==> config.mk <==
export PLATFORM = sky130hd
export DESIGN_NAME = adc128s022_ctrl_flat
export DESIGN_NICKNAME = d
export VERILOG_FILES = /design/src/rtl/adc128s022_ctrl_if.sv /design/src/rtl/adc128s022_ctrl.sv /design/src/flat_wrapper.sv
export SDC_FILE = /design/constraint.sdc
export NUM_CORES = 1
export LEC_CHECK = 0
export ABC_AREA = 1
export BUFFER_PORTS_ARGS = -buffer_cell sky130_fd_sc_hd__buf_2
export CORE_MARGIN = 1
export CORE_UTILIZATION = 52
export CTS_CLUSTER_DIAMETER = 80
export DETAILED_ROUTE_END_ITERATION = 8
export GPL_ROUTABILITY_DRIVEN = 0
export GPL_TIMING_DRIVEN = 0
export PLACE_DENSITY = 0.71
export SLEW_MARGIN = 20
export SYNTH_ARGS = -nofsm -noshare
export SYNTH_HDL_FRONTEND = slang
export SYNTH_SLANG_ARGS = --single-unit
==> constraint.sdc <==
create_clock -name clk -period 2.55 [get_ports clk]
set_input_delay 0.255 -clock clk [delete_from_list [all_inputs] [get_ports clk]]
set_output_delay 0.255 -clock clk [all_outputs]
set_load 0.01 [all_outputs]
==> src/rtl/adc128s022_ctrl_if.sv <==
// Bus between the ADC128S022 controller and its environment: host request/result
// signals plus the four ADC serial pins.
interface adc128s022_ctrl_if;
  logic        conv_go;
  logic [2:0]  channel;
  logic        adc_cs_n;
  logic        adc_sclk;
  logic        adc_din;
  logic        adc_dout;
  logic [11:0] adc_data;
  logic        adc_data_valid_go;
  logic [2:0]  adc_data_ch;
  logic        adc_busy;

  // master is the surrounding system: the host issuing requests and the ADC answering
  modport master (
    output conv_go, channel, adc_dout,
    input  adc_cs_n, adc_sclk, adc_din, adc_data, adc_data_valid_go, adc_data_ch, adc_busy
  );

  modport slave (
    input  conv_go, channel, adc_dout,
    output adc_cs_n, adc_sclk, adc_din, adc_data, adc_data_valid_go, adc_data_ch, adc_busy
  );
endinterface

==> src/rtl/adc128s022_ctrl.sv <==
// ADC128S022 frame controller: one 16-SCLK SPI frame per conv_go, sending the
// channel address and returning the 12-bit sample of the previously addressed channel.
//
// state | meaning
// IDLE  | CS high, waiting for conv_go
// START | CS low, SCLK high for CLK_DIV cycles before the first falling edge
// XFER  | 32 SCLK half-periods; command out on falls, data in on rises
// STOP  | SCLK high, CS held low for CLK_DIV cycles, then release
module adc128s022_ctrl #(
  parameter int CLK_DIV = 13
) (
  input  logic             clk,
  input  logic             rst_n,
  adc128s022_ctrl_if.slave bus
);

  localparam logic [3:0] S_IDLE  = 4'b0001;
  localparam logic [3:0] S_START = 4'b0010;
  localparam logic [3:0] S_XFER  = 4'b0100;
  localparam logic [3:0] S_STOP  = 4'b1000;

  localparam logic [7:0] CNT_MAX = 8'(CLK_DIV - 1);

  logic [3:0]  r_state;
  logic [7:0]  r_cnt;
  logic [4:0]  r_edge;
  logic [2:0]  r_cmd_ch;
  logic [2:0]  r_prev_ch;
  logic [10:0] r_shift;
  logic        r_cs_n;
  logic        r_sclk;
  logic        r_din;
  logic        r_busy;
  logic        r_valid;
  logic [11:0] r_data;
  logic [2:0]  r_data_ch;

  logic        w_wrap;
  logic [15:0] w_cmd;
  logic [11:0] w_sample;

  assign w_wrap   = (r_cnt == CNT_MAX);
  assign w_cmd    = {2'b00, r_cmd_ch, 11'b0};
  // Older bits (the ADC's four leading zeros) fall off the top of the shifter unchecked.
  assign w_sample = {r_shift, bus.adc_dout};

  always_ff @(posedge clk or negedge rst_n) begin
    if (!rst_n) begin
      r_state   <= S_IDLE;
      r_cnt     <= '0;
      r_edge    <= '0;
      r_cmd_ch  <= '0;
      r_prev_ch <= '0;
      r_shift   <= '0;
      r_cs_n    <= 1'b1;
      r_sclk    <= 1'b1;
      r_din     <= 1'b0;
      r_busy    <= 1'b0;
      r_valid   <= 1'b0;
      r_data    <= '0;
      r_data_ch <= '0;
    end else begin
      r_valid <= 1'b0;
      case (r_state)
        S_IDLE: begin
          if (bus.conv_go) begin
            r_state  <= S_START;
            r_cnt    <= '0;
            r_cmd_ch <= bus.channel;
            r_cs_n   <= 1'b0;
            r_busy   <= 1'b1;
            r_sclk   <= 1'b1;
            r_din    <= 1'b0;
          end
        end
        S_START: begin
          if (w_wrap) begin
            r_state <= S_XFER;
            r_cnt   <= '0;
            r_edge  <= '0;
          end else begin
            r_cnt <= r_cnt + 8'd1;
          end
        end
        S_XFER: begin
          if (w_wrap) begin
            r_cnt  <= '0;
            r_sclk <= ~r_sclk;
            r_edge <= r_edge + 5'd1;
            if (!r_edge[0]) begin
              r_din <= w_cmd[4'd15 - r_edge[4:1]];
            end else begin
              r_shift <= w_sample[10:0];
              if (r_edge == 5'd31) begin
                r_state   <= S_STOP;
                r_data    <= w_sample;
                r_valid   <= 1'b1;
                // The ADC converts the channel addressed one frame earlier.
                r_data_ch <= r_prev_ch;
                r_prev_ch <= r_cmd_ch;
              end
            end
          end else begin
            r_cnt <= r_cnt + 8'd1;
          end
        end
        S_STOP: begin
          if (w_wrap) begin
            r_state <= S_IDLE;
            r_cnt   <= '0;
            r_cs_n  <= 1'b1;
            r_busy  <= 1'b0;
          end else begin
            r_cnt <= r_cnt + 8'd1;
          end
        end
        default: begin
          r_state <= S_IDLE;
          r_cnt   <= '0;
          r_cs_n  <= 1'b1;
          r_busy  <= 1'b0;
          r_sclk  <= 1'b1;
        end
      endcase
    end
  end

  assign bus.adc_cs_n          = r_cs_n;
  assign bus.adc_sclk          = r_sclk;
  assign bus.adc_din           = r_din;
  assign bus.adc_busy          = r_busy;
  assign bus.adc_data          = r_data;
  assign bus.adc_data_valid_go = r_valid;
  assign bus.adc_data_ch       = r_data_ch;

endmodule
==> src/flat_wrapper.sv <==
// flat-port wrapper written by rule: the top's interface ports become plain ports
module adc128s022_ctrl_flat 
#(
  parameter int CLK_DIV = 13
)
  (clk, rst_n, bus_conv_go, bus_channel, bus_adc_dout, bus_adc_cs_n, bus_adc_sclk, bus_adc_din, bus_adc_data, bus_adc_data_valid_go, bus_adc_data_ch, bus_adc_busy);
  adc128s022_ctrl_if bus_i ();
  input  logic clk;
  input  logic rst_n;
  input wire logic [$bits(bus_i.conv_go)-1:0] bus_conv_go;
  input wire logic [$bits(bus_i.channel)-1:0] bus_channel;
  input wire logic [$bits(bus_i.adc_dout)-1:0] bus_adc_dout;
  output wire logic [$bits(bus_i.adc_cs_n)-1:0] bus_adc_cs_n;
  output wire logic [$bits(bus_i.adc_sclk)-1:0] bus_adc_sclk;
  output wire logic [$bits(bus_i.adc_din)-1:0] bus_adc_din;
  output wire logic [$bits(bus_i.adc_data)-1:0] bus_adc_data;
  output wire logic [$bits(bus_i.adc_data_valid_go)-1:0] bus_adc_data_valid_go;
  output wire logic [$bits(bus_i.adc_data_ch)-1:0] bus_adc_data_ch;
  output wire logic [$bits(bus_i.adc_busy)-1:0] bus_adc_busy;
  assign bus_i.conv_go = bus_conv_go;
  assign bus_i.channel = bus_channel;
  assign bus_i.adc_dout = bus_adc_dout;
  assign bus_adc_cs_n = bus_i.adc_cs_n;
  assign bus_adc_sclk = bus_i.adc_sclk;
  assign bus_adc_din = bus_i.adc_din;
  assign bus_adc_data = bus_i.adc_data;
  assign bus_adc_data_valid_go = bus_i.adc_data_valid_go;
  assign bus_adc_data_ch = bus_i.adc_data_ch;
  assign bus_adc_busy = bus_i.adc_busy;
  adc128s022_ctrl #(.CLK_DIV(CLK_DIV)) u_core (.clk(clk), .rst_n(rst_n), .bus(bus_i));
endmodule
### Word-level counts from Yosys, hierarchy flattened

Cells that the tools add are included.

| storage, ports and cells | value |
|---|---|
| bits in registers | 54 |
| input port bits | 7 |
| output and inout bits | 20 |

| cells by class | value |
|---|---|
| add/subtract/negate cells | 3 |
| mux-type cells | 30 |
| reductions and logical operators | 13 |
| equal/unequal tests | 13 |
| bitwise gates (word level) | 3 |
| order comparisons | 1 |

Operator list:

| kind | number |
|---|---|
| two-way mux 4 bit | 6 |
| two-way mux 8 bit | 2 |
| one-hot mux 4 bit (4 select lines) | 1 |
| one-hot mux 8 bit (2 select lines) | 1 |
| two-way mux 1 bit | 12 |
| AND reduction 3 bit | 4 |
| two-way mux 5 bit | 2 |
| inequality test 2 x 1 -> 1 bit, second input constant | 5 |
| one-hot mux 5 bit (2 select lines) | 1 |
| one-hot mux 1 bit (3 select lines) | 3 |
| adder 8 x 1 -> 8 bit, second input constant | 1 |
| equality test 8 x 4 -> 1 bit, second input constant | 1 |
| AND reduction 4 bit | 2 |
| AND reduction 6 bit | 1 |
| adder 5 x 1 -> 5 bit, second input constant | 1 |
| equality test 5 bit, second input constant | 1 |
| < comparator 4 x 5 -> 1 bit, second input constant | 1 |
| binary-select mux 1 bit (select 4 bit) | 1 |
| equality test 4 x 1 -> 1 bit, second input constant | 1 |
| equality test 4 x 2 -> 1 bit, second input constant | 1 |
| equality test 4 x 3 -> 1 bit, second input constant | 1 |
| equality test 4 bit, second input constant | 1 |
| inequality test 2 bit, second input constant | 2 |
| nonzero test 2 bit | 2 |
| 6 further kinds | 9 |

### Logic depth before layout (Yosys ltp)

Gate-level depths: netlist (run 1).

| depth | value |
|---|---|
| word-level depth | 6 |
| depth in mapped cells | 11 |
| mapped depth without buffers | 11 |

### Worst setup path after synthesis (run 1)

No wires, ideal clock.

| timing | value |
|---|---|
| kind | register to register |
| start point | register u_core.r_edge[0] |
| end point | register u_core.r_data[10] (netlist: u_core.bus.adc_data[10]) |
| arrival | 1.501 ns |
| cell stages (with the launch flop) | 11 |
| path slack | 0.932 ns |
| clock period less this slack | 1.618 ns |
| buffers on the path | 1 |
| library setup time | 0.117 ns |
| cell sequence | dfrtp_1 ha_1 nand2_1 nor2_1 ha_1 inv_1 nor2_4 nand2_4 buf_6 nand2_1 nand2_1 |

| on the way | value |
|---|---|
| cells in the longest elaborated chain, start to end | 2 |

RTL lines:

| what | line | source |
|---|---|---|
| start: declaration | adc128s022_ctrl.sv:26 | `logic [4:0] r_edge;` |
| start signal: assignment | adc128s022_ctrl.sv:89 | `r_edge <= r_edge + 5'd1;` |
| equality test 5 bit | adc128s022_ctrl.sv:94 | `if (r_edge == 5'd31) begin` |
| AND reduction 4 bit (no line) * | n/a |  |
| end signal: assignment | adc128s022_ctrl.sv:96 | `r_data <= w_sample;` |
| end: declaration | adc128s022_ctrl.sv:35 | `logic [11:0] r_data;` |

Mark *: on every way between the ends. The rest lies on a longest branch, timed or not.
A chain may end at the register's enable or synchronous reset.

### Worst setup path in the final report (run 1)

| timing | value |
|---|---|
| start point | register u_core.r_edge[0] |
| end point | register u_core.r_data[4] (netlist: u_core.bus.adc_data[4]) |

The elaborated chain is that of the path after synthesis.

==> out/results.txt, run 1 <==
status - finished, violations left
failing checks - negative hold slack
sw frac - 29.6%
critical path's top delay family - simple AND/OR/NAND/NOR gates
Detailed Routing Iterations Pass 1 - 4
Clock power frac - 26.5%
Final Skew - 0.00793 ns
power density cells - 633 nW/um2
Synth Net Count - 316
Hold Fails Final Rpt - 36
critical path data arrival time - 2.09 ns
starting DRC count in detailed routing - 116
Slowest-stage cell, CP - dfrtp_1
GR Util All Layers - 20.2%
worst-skew pair later-pin latency - 0.30 ns
CTS tree - built
Post-synth top cells - nand2_1 (104), dfrtp_1 (51), nand3_1 (50), inv_1 (25), nor2_1 (19)
fin area - 2860 um2
Critical Path Max Stage Delay - 0.49 ns
FP Rows - 25
initial core utilization - 53.9%
reg2reg setup slack - 0.66 ns
yosys warns - 0
vias in the first global route - 1872
Layout fillers - 434
Max-Cap Viols - 0
first-pass GRT wire length - 8160 um
P&R area growth vs syn - 12.1%
Reg power frac - 55.3%
worst path required time - 2.74 ns
largest net degree at the start of global routing - 55
share of the synthesized area in the top cell type - 50.1%
post-synthesis sequential area ratio - 53.2%
Tightest Pin Transition - 0.671 ns
# diodes - 0
crit-path max FO - 10
final-stage net count - 349
most frequent CP cell - nand2_1
CP cell instances - ha_1, nand2_1, nor2_1, ha_1, inv_1, nor2_4, nand2_4, buf_6, nand2_1, nand2_1
Final Hold Slack - -0.0130 ns
GR Util met1 - 28.7%
P_sw - 534 uW
Syn Inst Count - 305
top-count cell post-synth - nand2_1
Synth async-reset ratio - 100%
Top FF cell, synth - dfrtp_1
Clock Path Buffers - 2
core region area - 4720 um2
worst path buffer plus inverter count - 2
final setup TNS - 0 ns
top area cells in the synthesized netlist - dfrtp_1 (50%), nand2_1 (15%), nand3_1 (9.8%)
HPWL Detailed - 3250 um
type of origin of the critical path - flop
syn avg cell area - 8.35 um2
unrepaired setup endpoints after global routing - no
GRT Residual Overflow - 0
drt drc - 0
Die H - 72.0 um
Fmax - 528 MHz
final worst path period share - 74.2%
internal power - 1.27 mW
Distinct cells, synth - 27
wire length per cell - 11.5 um
post-synthesis register bit count - 54
register area - 1360 um2
Worst Setup Path Type - reg -> reg
layout cells sized above 1 - 16.2%
EDFF count, synth - 0
clock transition at the registers of the reported paths - 0.09 ns
fin util - 60.5%
Clock Sink Count - 54
Rel. slew slack - 55.2%
maximum VDD drop - 484 uV
Post-Syn Area - 2550 um2
Post-DP Area - 2760 um2
min-delay worst type - in -> async
power share of the combinational group - 18.2%
post-CTS resize count - 0
multi-input logic area - 1040 um2
Tmin final - 1.89 ns
met2 usage - 31.7%
Vias/cell - 4.88
drt total wl - 4680 um
number of routed nets with antenna violations - 0
CTS H-tree lvls - 2
Num CTS Buffers - 5
# IOs - 27
die width - 72.0 um
Total Power - 1.81 mW
CTS Root Cell - clkbuf_8
area leader, netlist - dfrtp_1
PortBufs - 26
Setup-failing EPs final - 0
Top Usage Layer GRT - met2
max-slew violation count - 0
met3 usage - 4.31%
antenna violations before repair - 0
hold buffers post-CTS - 0
Post-CTS Setup Inserts - 0
P_leak - 1.60 nW
vias - 1983
DIE AREA - 5180 um2
crit end category - flop
[state kept, by name, indices dropped and copies added, names as in the netlist]
name                          cells
u_core.bus.adc_busy               1
u_core.r_cmd_ch                   3
u_core.r_cnt                      8
u_core.bus.adc_sclk               1
u_core.bus.adc_data              12
u_core.bus.adc_data_ch            3
u_core.r_edge                     5
u_core.bus.adc_cs_n               1
u_core.r_prev_ch                  3
u_core.bus.adc_data_valid_go      1
u_core.r_state                    4
u_core.r_shift                   11
u_core.bus.adc_din                1
[stage by stage]
stage | cells | setup WS (ns)
after floorplan | 305 | 0.932
after global placement | 398 | 0.673
after detailed placement | 398 | 0.659
after CTS | 406 | 0.633
after global routing | 406 | 0.465
final | 406 | 0.658
[final timing paths]
| kind | from | to | cells after the start |
|---|---|---|---|
| max | u_core.r_edge[0] | u_core.bus.adc_data[4] | 10 |
| min | rst_n | u_core.bus.adc_data_ch[0] | 1 |
| max reg2reg | u_core.r_edge[0] | u_core.bus.adc_data[4] | 10 |
| min reg2reg | u_core.bus.adc_cs_n | u_core.bus.adc_cs_n | 2 |
| max in group asynchronous | rst_n | u_core.r_prev_ch[2] | 1 |
| min in group clk | bus_channel[2] | u_core.r_cmd_ch[2] | 2 |
[routing by layer]
| layer | wire, um | vias to the layer above | share of wire, % |
|---|---|---|---|
| li1 | - | 1047 | - |
| met4 | 52 | 0 | 1.1 |
| met2 | 2050 | 28 | 44 |
| met3 | 129 | 5 | 2.8 |
| met5 | 0 | - | 0 |
| met1 | 2450 | 903 | 52 |
[cell usage in the layout (no fill, tap or decap), types with 2 or more instances in the layout]
cell / synthesis / layout
a21oi_1: 3 / 3
buf_2: 2 / 27
buf_4: 3 / 4
clkbuf_1: 1 / 2
clkbuf_8: 0 / 6
dfrtp_1: 51 / 51
dfstp_2: 3 / 3
ha_1: 4 / 4
inv_1: 25 / 25
nand2_1: 104 / 104
nand2_2: 2 / 2
nand3_1: 50 / 50
nand4_1: 2 / 2
nor2_1: 19 / 19
nor2_2: 2 / 2
nor2_4: 3 / 3
o21ai_0: 16 / 16
o22ai_1: 2 / 2
xor2_1: 4 / 4
[cell type report]
type	instances	share of cell area (%)
flip-flops and latches	54	47.5
multi-input cells	217	36.5
repair buffers	26	4.65
inverters	27	3.64
clock buffers	7	3.02
well taps	67	2.94
plain buffers	7	1.67
clock inverters	1	0.175
[power groups by stage]
stage / sequential, mW / clock (mW) / combinational [mW]
after floorplan: 1.01 / 0 / 0.227
after global placement: 1.01 / 0 / 0.328
after detailed placement: 1.01 / 0 / 0.331
after CTS: 0.998 / 0.497 / 0.332
after global routing: 1.01 / 0.524 / 0.377
final: 0.998 / 0.479 / 0.329
[cells by family after synthesis]
family,count (synthesis),synth area share [%]
AND/OR/NAND/NOR,187,32.9
AO/OA/AOI/OAI,21,4.22
adder cells (fa/ha/maj),4,1.96
buffers and inverters,34,5.94
XOR/XNOR,4,1.38
flip-flops,54,53.2
multiplexers,1,0.442
(Power assumes the default switching activity.)
==> inputs of run 2 (changes only) <==
PLACE_DENSITY = 0.74   (was 0.71)
clock period = 1.66 ns   (was 2.55 ns; I/O delays follow)
==> out/results.txt, run 2 (synthesized netlist as in run 1, its figures left out) <==
GRT Residual Overflow - 0
worst path required time - 1.87 ns
core region area - 4720 um2
fin area - 3030 um2
Slowest-stage cell, CP - dfrtp_1
commonest non-fill, non-tap cell in the layout - nand2_1
crit end category - flop
largest net degree at the start of global routing - 55
type of origin of the critical path - flop
CTS tree - built
Final Skew - 0.0162 ns
Vias/cell - 5.08
final worst path period share - 97.8%
status - completed
Clock Sink Count - 54
# IOs - 27
most frequent cells in the layout - nand2_1 (102), dfrtp_1 (50), nand3_1 (49), buf_2 (26), inv_1 (22)
Post-DP Area - 2760 um2
Fmax - 616 MHz
worst-skew pair later-pin latency - 0.32 ns
PortBufs - 26
Worst Setup Path Type - reg -> reg
max-slew violation count - 0
# diodes - 0
Clock Path Buffers - 2
critical path's top delay family - simple AND/OR/NAND/NOR gates
vias - 2144
P_leak - 1.68 nW
vias in the first global route - 1971
initial core utilization - 53.9%
Rel. slew slack - 55.3%
Max-Cap Viols - 0
Tmin final - 1.62 ns
power density cells - 950 nW/um2
DIE AREA - 5180 um2
number of routed nets with antenna violations - 0
unrepaired setup endpoints after global routing - yes
CTS Root Cell - clkbuf_8
P&R area growth vs syn - 18.9%
reg2reg setup slack - 0.04 ns
clock transition at the registers of the reported paths - 0.10 ns
worst path buffer plus inverter count - 3
Die H - 72.0 um
GR Util All Layers - 21.4%
CTS H-tree lvls - 2
layout cells sized above 1 - 23.1%
die width - 72.0 um
Final Hold Slack - 0.0804 ns
wire length per cell - 12.4 um
Tightest Pin Transition - 0.671 ns
HPWL Detailed - 3420 um
Setup-failing EPs final - 0
first-pass GRT wire length - 8710 um
Hold Fails Final Rpt - 0
crit-path max FO - 6
Finished Layout Cells - 422
antenna violations before repair - 0
Critical Path Max Stage Delay - 0.41 ns
Num CTS Buffers - 5
Detailed Routing Iterations Pass 1 - 4
Largest register FFs - 12
starting DRC count in detailed routing - 162
placed cell count - 398
drt drc - 0
final-stage net count - 365
FP Rows - 25
critical path data arrival time - 1.83 ns
maximum VDD drop - 676 uV
drt total wl - 5250 um
min-delay worst type - in -> reg
CP cell instances - inv_2, ha_4, nand3_4, nor2_4, clkinv_4, nor2_4, nand2_2, buf_4, nand2_1, nand2_1
## run 2: cell count changes in the layout (fill, tap and decap cells not counted), moves of 2 or more
| cell | change |
|---|---|
| buf_4 | +15 |
| inv_1 | -3 |
| inv_2 | +3 |
| clkinv_4 | +2 |
| ha_1 | -2 |
| nand2_1 | -2 |
| nand2_2 | +2 |
| nor2_1 | -2 |
| nor2_2 | +2 |
## run 2: through the flow
stage	power [mW]	setup TNS, ns	utilization, %	setup WS (ns)
after detailed placement	2.07	-2.45	58.5	-0.203
after global placement	2.05	-2.37	58.5	-0.200
after CTS	2.83	0	61.5	0.0161
after global routing	3.04	-1.23	64.1	-0.0678
final	2.88	0	64.1	0.0369
after floorplan	1.90	0	-	0.0424
## run 2: layout make-up
| cell class | count | area (um2) |
|---|---|---|
| clock buffer | 5 | 68.8 |
| multi-input combinational | 217 | 1080 |
| fill | 418 | 1700 |
| inverter | 27 | 106 |
| clock inverter | 3 | 25.0 |
| sequential | 54 | 1360 |
| tap | 67 | 83.8 |
| timing repair buffer | 42 | 255 |
| buffer | 7 | 53.8 |
## run 2: what timing repair did
item,CTS,global route
endpoints found under the hold margin,51,0
cloned,0,1
pin swaps,2,7
buffers inserted,5,9
endpoints found under the setup margin,27,32
gates resized for setup,1,18
hold buffers,1,0
## run 2: final timing paths
check | from | end | cells after the start
max | u_core.r_cnt[0] | u_core.r_shift[6] | 10
min | bus_channel[2] | u_core.r_cmd_ch[2] | 2
max in group asynchronous | rst_n | u_core.r_edge[0] | 2
max reg2reg | u_core.r_cnt[0] | u_core.r_shift[6] | 10
min reg2reg | u_core.bus.adc_cs_n | u_core.bus.adc_cs_n | 2
min in group asynchronous | rst_n | u_core.r_cnt[3] | 2
## run 2: where the power goes
part           total (mW)  switching (mW)  internal (mW)
logic               0.583           0.370          0.213
registers            1.54          0.0903           1.45
clock network       0.756           0.451          0.305
## run 2: layer usage
metal | global-route usage [%] | share of wire (%) | vias to the layer above | wire length [um]
met5 | 0 | 0 | - | 0
met4 | 6.75 | 1.4 | 0 | 74
met3 | 3.75 | 5.0 | 10 | 261
met2 | 33.6 | 47 | 68 | 2450
met1 | 30.6 | 47 | 987 | 2470
li1 | - | - | 1079 | -
